[config.mk]
export PLATFORM = sky130hd
export DESIGN_NAME = qpmm_final_red
export DESIGN_NICKNAME = d
export VERILOG_FILES = /design/src/rtl/qpmm_final_red_pkg.sv /design/src/rtl/qpmm_sub_chunk.sv /design/src/rtl/qpmm_final_red.sv
export SDC_FILE = /design/constraint.sdc
export NUM_CORES = 2
export LEC_CHECK = 0
export CORE_MARGIN = 2
export CORE_UTILIZATION = 40
export DETAILED_ROUTE_END_ITERATION = 7
export PLACE_DENSITY_LB_ADDON = 0.1
export SYNTH_ARGS = -nofsm -noshare
export SYNTH_HDL_FRONTEND = slang
export SYNTH_HIERARCHICAL = 1
export SYNTH_SLANG_ARGS = --single-unit
export TNS_END_PERCENT = 5
[constraint.sdc]
create_clock -name clk -period 21.8 [get_ports clk]
set_clock_uncertainty 0.1 [all_clocks]
set_input_delay 3.27 -clock clk [delete_from_list [all_inputs] [get_ports clk]]
set_output_delay 3.27 -clock clk [all_outputs]
set_load 0.01 [all_outputs]
[src/rtl/qpmm_final_red_pkg.sv]
// BN254 field constants and the chunked-subtract helpers shared by the final reduction stage.
// Pure declarations: no state, no timing.
package qpmm_final_red_pkg;

    localparam int W     = 288;
    localparam int CHUNK = 64;
    localparam int NCH   = (W + CHUNK - 1) / CHUNK;

    typedef logic [W-1:0] qpmm_fp_t;

    localparam qpmm_fp_t P_BN254  = qpmm_fp_t'(256'h30644e72e131a029b85045b68181585d97816a916871ca8d3c208c16d87cfd47);
    localparam qpmm_fp_t P2_BN254 = P_BN254 << 1;

    // Chunk k of a - b - bin; bit CHUNK of the result is the borrow out.
    function automatic logic [CHUNK:0] chunk_sub(input qpmm_fp_t a, input qpmm_fp_t b,
                                                 input int k, input logic bin);
        logic [CHUNK-1:0] ac;
        logic [CHUNK-1:0] bc;
        ac = CHUNK'(a >> (k * CHUNK));
        bc = CHUNK'(b >> (k * CHUNK));
        return {1'b0, ac} - {1'b0, bc} - {{CHUNK{1'b0}}, bin};
    endfunction

    function automatic logic chunk_borrow(input qpmm_fp_t a, input qpmm_fp_t b,
                                          input int k, input logic bin);
        logic [CHUNK:0] r;
        r = chunk_sub(a, b, k, bin);
        return r[CHUNK];
    endfunction

endpackage

[src/rtl/qpmm_sub_chunk.sv]
// One CHUNK-bit slice of Z - p; Z and the D chunks finished so far travel with it.
// Latency 1 cycle; no backpressure, advances every clock.
module qpmm_sub_chunk
    import qpmm_final_red_pkg::*;
#(
    parameter int K     = 0,
    parameter int TAG_W = 4
) (
    input  logic             clk,
    input  logic             rst,
    input  logic             vld,
    input  logic [TAG_W-1:0] tag,
    input  logic [W-1:0]     z,
    input  logic [W-1:0]     d,
    input  logic             bin,
    output logic             vld_q,
    output logic [TAG_W-1:0] tag_q,
    output logic [W-1:0]     z_q,
    output logic [W-1:0]     d_q,
    output logic             bout_q
);

    logic [CHUNK:0] diff;

    assign diff = chunk_sub(z, P_BN254, K, bin);

    always_ff @(posedge clk or posedge rst) begin
        if (rst) vld_q <= 1'b0;
        else     vld_q <= vld;
    end

    // Chunks beyond W (top chunk is zero-extended) fall off the shift.
    always_ff @(posedge clk) begin
        tag_q  <= tag;
        z_q    <= z;
        d_q    <= d | (qpmm_fp_t'(diff[CHUNK-1:0]) << (K * CHUNK));
        bout_q <= diff[CHUNK];
    end

endmodule

[src/rtl/qpmm_final_red.sv]
// Final reduction of QPMM output Z in [0,2p) to [0,p); issue->out_valid QPMM_LAT+NCH+2 cycles.
// Credit-gated issue_ready bounds FIFO occupancy; out_ready pops; QPMM_FINAL_RED_RANGE_CHK_EN adds err_range.
module qpmm_final_red
    import qpmm_final_red_pkg::*;
#(
    parameter int QPMM_LAT   = 36,
    parameter int TAG_W      = 4,
    parameter int FIFO_DEPTH = 8
) (
    input  logic             clk,
    input  logic             rst,
    input  logic             issue_valid,
    input  logic [TAG_W-1:0] issue_tag,
    output logic             issue_ready,
    input  logic [W-1:0]     z_in,
    output logic             out_valid,
    output logic [W-1:0]     out_data,
    output logic [TAG_W-1:0] out_tag,
    input  logic             out_ready
`ifdef QPMM_FINAL_RED_RANGE_CHK_EN
    ,
    output logic             err_range
`endif
);

    localparam int PTR_W = $clog2(FIFO_DEPTH);
    localparam int CNT_W = $clog2(FIFO_DEPTH + 1);

    logic             issue_acc;
    logic             pop;
    logic [CNT_W-1:0] cnt;

    assign issue_ready = (cnt != CNT_W'(FIFO_DEPTH));
    assign issue_acc   = issue_valid && issue_ready;
    assign pop         = out_valid && out_ready;

    // Outstanding ops (in flight + stored); never exceeds FIFO_DEPTH so the FIFO cannot overflow.
    always_ff @(posedge clk or posedge rst) begin
        if (rst) begin
            cnt <= '0;
        end else begin
            case ({issue_acc, pop})
                2'b10:   cnt <= cnt + 1'b1;
                2'b01:   cnt <= cnt - 1'b1;
                default: cnt <= cnt;
            endcase
        end
    end

    logic [QPMM_LAT-1:0]            sr_vld;
    logic [QPMM_LAT-1:0][TAG_W-1:0] sr_tag;

    always_ff @(posedge clk or posedge rst) begin
        if (rst) sr_vld <= '0;
        else     sr_vld <= {sr_vld[QPMM_LAT-2:0], issue_acc};
    end

    always_ff @(posedge clk) sr_tag <= {sr_tag[QPMM_LAT-2:0], issue_tag};

    logic [NCH:0]            st_vld;
    logic [NCH:0]            st_b;
    logic [NCH:0][TAG_W-1:0] st_tag;
    logic [NCH:0][W-1:0]     st_z;
    logic [NCH:0][W-1:0]     st_d;

    assign st_vld[0] = sr_vld[QPMM_LAT-1];
    assign st_tag[0] = sr_tag[QPMM_LAT-1];
    assign st_z[0]   = z_in;
    assign st_d[0]   = '0;
    assign st_b[0]   = 1'b0;

    for (genvar k = 0; k < NCH; k++) begin : g_sub
        qpmm_sub_chunk #(.K(k), .TAG_W(TAG_W)) u_sub (
            .clk    (clk),
            .rst    (rst),
            .vld    (st_vld[k]),
            .tag    (st_tag[k]),
            .z      (st_z[k]),
            .d      (st_d[k]),
            .bin    (st_b[k]),
            .vld_q  (st_vld[k+1]),
            .tag_q  (st_tag[k+1]),
            .z_q    (st_z[k+1]),
            .d_q    (st_d[k+1]),
            .bout_q (st_b[k+1])
        );
    end

    logic             fin_vld;
    logic [TAG_W-1:0] fin_tag;
    logic [W-1:0]     fin_dat;

    always_ff @(posedge clk or posedge rst) begin
        if (rst) fin_vld <= 1'b0;
        else     fin_vld <= st_vld[NCH];
    end

    // A final borrow means Z < p, so Z is already canonical.
    always_ff @(posedge clk) begin
        fin_tag <= st_tag[NCH];
        fin_dat <= st_b[NCH] ? st_z[NCH] : st_d[NCH];
    end

    logic [W-1:0]     mem_dat [FIFO_DEPTH];
    logic [TAG_W-1:0] mem_tag [FIFO_DEPTH];
    logic [PTR_W:0]   wr_ptr;
    logic [PTR_W:0]   rd_ptr;

    always_ff @(posedge clk or posedge rst) begin
        if (rst) begin
            wr_ptr <= '0;
            rd_ptr <= '0;
        end else begin
            if (fin_vld) wr_ptr <= wr_ptr + 1'b1;
            if (pop)     rd_ptr <= rd_ptr + 1'b1;
        end
    end

    always_ff @(posedge clk) begin
        if (fin_vld) begin
            mem_dat[wr_ptr[PTR_W-1:0]] <= fin_dat;
            mem_tag[wr_ptr[PTR_W-1:0]] <= fin_tag;
        end
    end

    // Head comes straight out of storage; forced to zero when empty so reset shows 0.
    assign out_valid = (wr_ptr != rd_ptr);
    assign out_data  = out_valid ? mem_dat[rd_ptr[PTR_W-1:0]] : '0;
    assign out_tag   = out_valid ? mem_tag[rd_ptr[PTR_W-1:0]] : '0;

`ifdef QPMM_FINAL_RED_RANGE_CHK_EN
    logic [NCH-1:0] b2_q;
    logic [NCH-1:0] b2_in;

    assign b2_in = {b2_q[NCH-2:0], 1'b0};

    always_ff @(posedge clk) begin
        for (int k = 0; k < NCH; k++) b2_q[k] <= chunk_borrow(st_z[k], P2_BN254, k, b2_in[k]);
    end

    // No borrow out of the Z - 2p chain means Z >= 2p.
    always_ff @(posedge clk or posedge rst) begin
        if (rst)                               err_range <= 1'b0;
        else if (st_vld[NCH] && !b2_q[NCH-1])  err_range <= 1'b1;
    end
`endif

endmodule

* Yosys cells after proc, flatten, opt, wreduce, memory -nomap -nowiden
Memory sizes are Yosys's and may differ from the RTL's. Index checks and enable logic that the tools add are counted. W data, S select, Z words.
Word-level totals: flip-flop bits (word level) 2883, bits in writable memories 2336, input bits 296, output and inout port bits 294, memories kept 2
Cells by class: add/sub/neg operators 12, equality and inequality tests 4, multiplexer cells 6, bitwise logic cells 4, reduce and logical (&&, ||, !) cells 3
Memory list:
- mem_dat | words 8, bits a word 288, read ports 1, clocked after memory_dff 0, wr ports 1, RTL line qpmm_final_red.sv:104 | logic [W-1:0] mem_dat [FIFO_DEPTH];
- mem_tag | words 8, bits a word 4, read ports 1, clocked after memory_dff 0, wr ports 1, RTL line qpmm_final_red.sv:105 | logic [TAG_W-1:0] mem_tag [FIFO_DEPTH];
Operator list (count):
- $mux W288 | 2
- $or A256 B288 Y288 | 1
- $or A192 B256 Y256 | 1
- $sub A65 B1 Y65 | 3
- $or A128 B192 Y192 | 1
- $sub A64 B62 Y65 const B | 2
- $sub A64 B64 Y65 const B | 2
- $or A64 B128 Y128 | 1
- $sub A32 B1 Y33 | 1
- $add A4 B1 Y4 const B | 3
- $pmux W4 S2 | 1
- $mux W4 | 1
- $ne A4 B4 Y1 | 1
- $ne A4 B4 Y1 const B | 1
- $sub A4 B1 Y4 const B | 1
- $eq A2 B1 Y1 const B | 1
- $eq A2 B2 Y1 const B | 1
- $logic_and A1 B1 Y1 | 2
- $mux W1 | 2
- $reduce_bool A2 Y1 | 1

* Logic depth before layout (Yosys ltp)
depth in word-level cells 4, gate-level depth with buffers 13, gate-level depth less buffers 13

* Cells and area by module
The synthesis kept the hierarchy.
Modules (own cells, without submodules):
- qpmm_final_red | times used 1, cells an instance 4567, area each 102410.7 µm², seq. area each 80101.8 µm²
- qpmm_sub_chunk at g_sub[0].u_sub | times used 1, cells an instance 1191, area each 15763.9 µm², seq. area each 11656.2 µm²
- qpmm_sub_chunk at g_sub[1].u_sub | times used 1, cells an instance 1163, area each 15557.4 µm², seq. area each 11656.2 µm²
- qpmm_sub_chunk at g_sub[2].u_sub | times used 1, cells an instance 1171, area each 15547.4 µm², seq. area each 11656.2 µm²
- qpmm_sub_chunk at g_sub[3].u_sub | times used 1, cells an instance 1102, area each 15263.4 µm², seq. area each 11656.2 µm²
- qpmm_sub_chunk at g_sub[4].u_sub | times used 1, cells an instance 713, area each 12565.8 µm², seq. area each 11656.2 µm²

* Worst setup path before layout
Ideal clock, no wire load.
kind reg-to-reg, from register wr_ptr[2], to memory mem_dat[0][0] (enable), setup time 1306 ps, arrival 20230 ps, data required time 20394 ps, slack 165 ps, stages on the path, launching flop included 3, buffers on the path 0, clock period less this slack 21635 ps, cell sequence dfrtp_1 -> nand2b_1 -> nor3_1
RTL lines:
- from (decl) | RTL line qpmm_final_red.sv:106 | logic [PTR_W:0] wr_ptr;
- from (signal assigned) | RTL line qpmm_final_red.sv:114 | if (fin_vld) wr_ptr <= wr_ptr + 1'b1;
- to (decl) | RTL line qpmm_final_red.sv:104
No word-level cell before the write port.

* Worst setup path after layout
from register rd_ptr[0], to output port out_data[237]
On the way: cells in the longest elaborated chain, start to end 2
Ends and longest elaborated chain:
- from (decl) | RTL line qpmm_final_red.sv:107 | logic [PTR_W:0] rd_ptr;
- from (signal assigned) | RTL line qpmm_final_red.sv:115 | if (pop) rd_ptr <= rd_ptr + 1'b1;
- $mem_v2 Z8 W288 / $ne A4 B4 Y1 (equally long branches)
- $mux W288 (*) | RTL line qpmm_final_red.sv:128 | assign out_data = out_valid ? mem_dat[rd_ptr[PTR_W-1:0]] : '0;
- to (decl) | RTL line qpmm_final_red.sv:17 | output logic [W-1:0] out_data,
Every way passes the cells marked *; elsewhere a longest branch is shown, timed or not.

==> metrics <==
status=finished clean; Die W=669 um; unrepaired setup endpoints after global routing=false; Cells after DPL=16537; ys async rst share=0.00942; core box area=441000 sq um; share of layout cells above drive strength 1=0.174; Synth Register Bits=5731; Setup TNS=0 ns; crit share post-route=0.489; layout overhead on the synthesized area=18.9%; CTS resizes=0; maxcap violations=0; slack of the worst reg-to-reg path=16.67 ns; Int Pwr=20.7 mW; worst setup path endpoint=out_data[237]; CTS root buf=clkbuf_16; Worst setup EP type=output pin; buffer count from post-CTS setup fixing=0; placed cell area=191000 sq um; Final setup viols=0; fin cells=17658; DRT Pass-1 Iters=5; Reg power frac=0.448; deepest clock path buffer count=4; Leakage=75.5 nW; Most used DFF post-synth=dfxtp_1; latest clock arrival within the worst-skew pair=1.01 ns; DRT antenna net count=0; synthesized cell area=177000 sq um; clock share of power=0.352; Finished Cell Area=211000 sq um; Max Freq=93.7 MHz; clock-pin slew on the worst setup and hold paths=0.07 ns; Slew Viols, Final=0; DPL Wire Length=248 mm; GRT Total Usage=0.171; initial core utilization=0.401; Sink Count=5731; CP Max Fanout=45; post-layout min period=10.67 ns; vias after detailed routing=83463; total die area=448000 sq um; TritonCTS clock tree=done; Synth cell types=113; Critical Path RT=18.43 ns; vias in the first global route=87790; Synthesis Warnings=6; final core area utilization=0.477; GR Overflow Total=0; number of synthesized flops with an enable pin=2336; H-tree levels=6; Synth Instances=9907; R2R depth=6; Port Buffers=589; hold slack final=0.192 ns; fill count=37307; Startpoint Class=flip-flop; total wire length=392 mm; RR Endpoint=mem_dat[0][188]; Routed WL per cell=22.2 um; worst reg2reg path startpoint=wr_ptr[2]; Setup CP Type=reg2out; Worst-Margin Slew=1.22 ns; sw frac=0.266; nets@finish=11760; crit path from=rd_ptr[0]; Mapped Avg Cell Area=17.9 sq um; FP Rows=244; initial antenna violation count=72; crit path DAT=7.30 ns; power share of the combinational group=0.200; DRT iter0 DRCs=4965; largest net degree at the start of global routing=155; io pins=590; via-per-instance ratio=4.73; register area share after synthesis=0.781; Num CTS Buffers=588; Final Worst Setup Slack=11.13 ns; Hold WC Path Type=reg2reg; global-route wire length before repair=577 mm; Hold Vio Cnt, Final=0; PwrDens=134 nW/um^2; chip height=669 um; most frequent cells in the layout=dfxtp_1, edfxtp_1, clkbuf_16; Routability Congestion=0.849; DRC=0; Post-CTS Hold Buffers=0; Rel. slew slack=0.189; commonest non-fill, non-tap cell in the layout=dfxtp_1; Pwr Total=28.2 mW; switching power=7.49 mW; Setup WS pre-CTS=11.90 ns; worst vdd ir=0.107 mV
power by group through the flow:
stage	logic, mW	registers, mW	clock network, mW
3_5_place_dp	5.82	12.9	0
3_3_place_gp	5.82	12.8	0
2_1_floorplan	3.27	13.0	0
5_1_grt	6.05	12.7	10.6
4_1_cts	5.84	12.7	10.2
6_report	5.64	12.6	9.92
registers in the layout (all words and copies together), names as in the netlist, 20 cells and up:
signal	count
g_sub.u_sub/d_q	1440
sr_tag	144
mem_dat	2304
g_sub.u_sub/z_q	1440
sr_vld	36
mem_tag	32
fin_dat	288
g_sub.u_sub/tag_q	20
critical path, stage by stage (launching register included):
cell             delay [ns]
dfrtp_4                1.04
buf_4                  0.84
buf_4                  0.83
buf_4                  0.87
buf_4                  0.80
mux4_2                 0.59
mux2i_1                0.37
nor2_1                 0.08
clkdlybuf4s50_1        0.53
cell usage after synthesis, drive strengths merged, types with 70 or more instances:
| cell type | instances | share of area |
|---|---|---|
| dfxtp | 3341 | 0.38 |
| edfxtp | 2336 | 0.40 |
| mux4 | 584 | 0.074 |
| nor2 | 502 | 0.011 |
| mux2i | 316 | 0.018 |
| mux2 | 291 | 0.019 |
| ha | 237 | 0.017 |
| nand2b | 214 | 0.0076 |
| inv | 200 | 0.0042 |
| buf | 193 | 0.0077 |
| nand2 | 171 | 0.0037 |
| o21ai | 149 | 0.0043 |
| a21oi | 122 | 0.0035 |
| xnor2 | 120 | 0.0059 |
| nor3 | 91 | 0.0027 |
| clkbuf | 85 | 0.0018 |
| nor2b | 78 | 0.0028 |
| xor2 | 75 | 0.0037 |
| nor4 | 70 | 0.0028 |
logic make-up (layout without fill, tap and decap cells):
| group | count (synthesis) | count (layout) | synth area share |
|---|---|---|---|
| mux | 1191 | 1191 | 0.111 |
| xor+xnor | 195 | 195 | 0.00964 |
| buf+inv | 478 | 1986 | 0.0137 |
| other cells | 1 | 340 | 0.0000212 |
| simple gates | 1453 | 1453 | 0.0431 |
| fa+ha+maj | 241 | 241 | 0.0172 |
| flops | 5731 | 5731 | 0.781 |
| compound gates | 617 | 617 | 0.0243 |
worst min path at each step:
stage	from	endpoint	slack [ns]	cells after the start
2_1_floorplan	g_sub[4].u_sub/tag_q[0]	fin_tag[0]	0.21	0
3_3_place_gp	g_sub[0].u_sub/d_q[146]	g_sub[1].u_sub/d_q[146]	0.21	0
3_5_place_dp	g_sub[1].u_sub/z_q[258]	g_sub[2].u_sub/z_q[258]	0.21	0
4_1_cts	g_sub[2].u_sub/d_q[125]	g_sub[3].u_sub/d_q[125]	0.19	0
5_1_grt	g_sub[2].u_sub/z_q[61]	g_sub[3].u_sub/z_q[61]	0.21	0
6_report	g_sub[2].u_sub/d_q[125]	g_sub[3].u_sub/d_q[125]	0.19	0
metal layers:
layer	vias to the layer above	global-route usage	routed length, um
li1	38863	-	-
met1	42199	0.221	170000
met2	1655	0.291	193000
met3	700	0.0320	17800
met4	46	0.0535	11200
met5	-	0	287
final cells by class:
type                    instances  area (sq um)  share of cell area
flip-flops and latches       5731        138000               0.657
multi-input cells            4002         37500               0.178
clock buffers                 849         17300              0.0824
well taps                    5904          7390              0.0351
repair buffers                700          6800              0.0323
clock inverters               237          2250              0.0107
inverters                     200           751             0.00357
diodes                         35          87.6            0.000416
(Power assumes the default switching activity.)
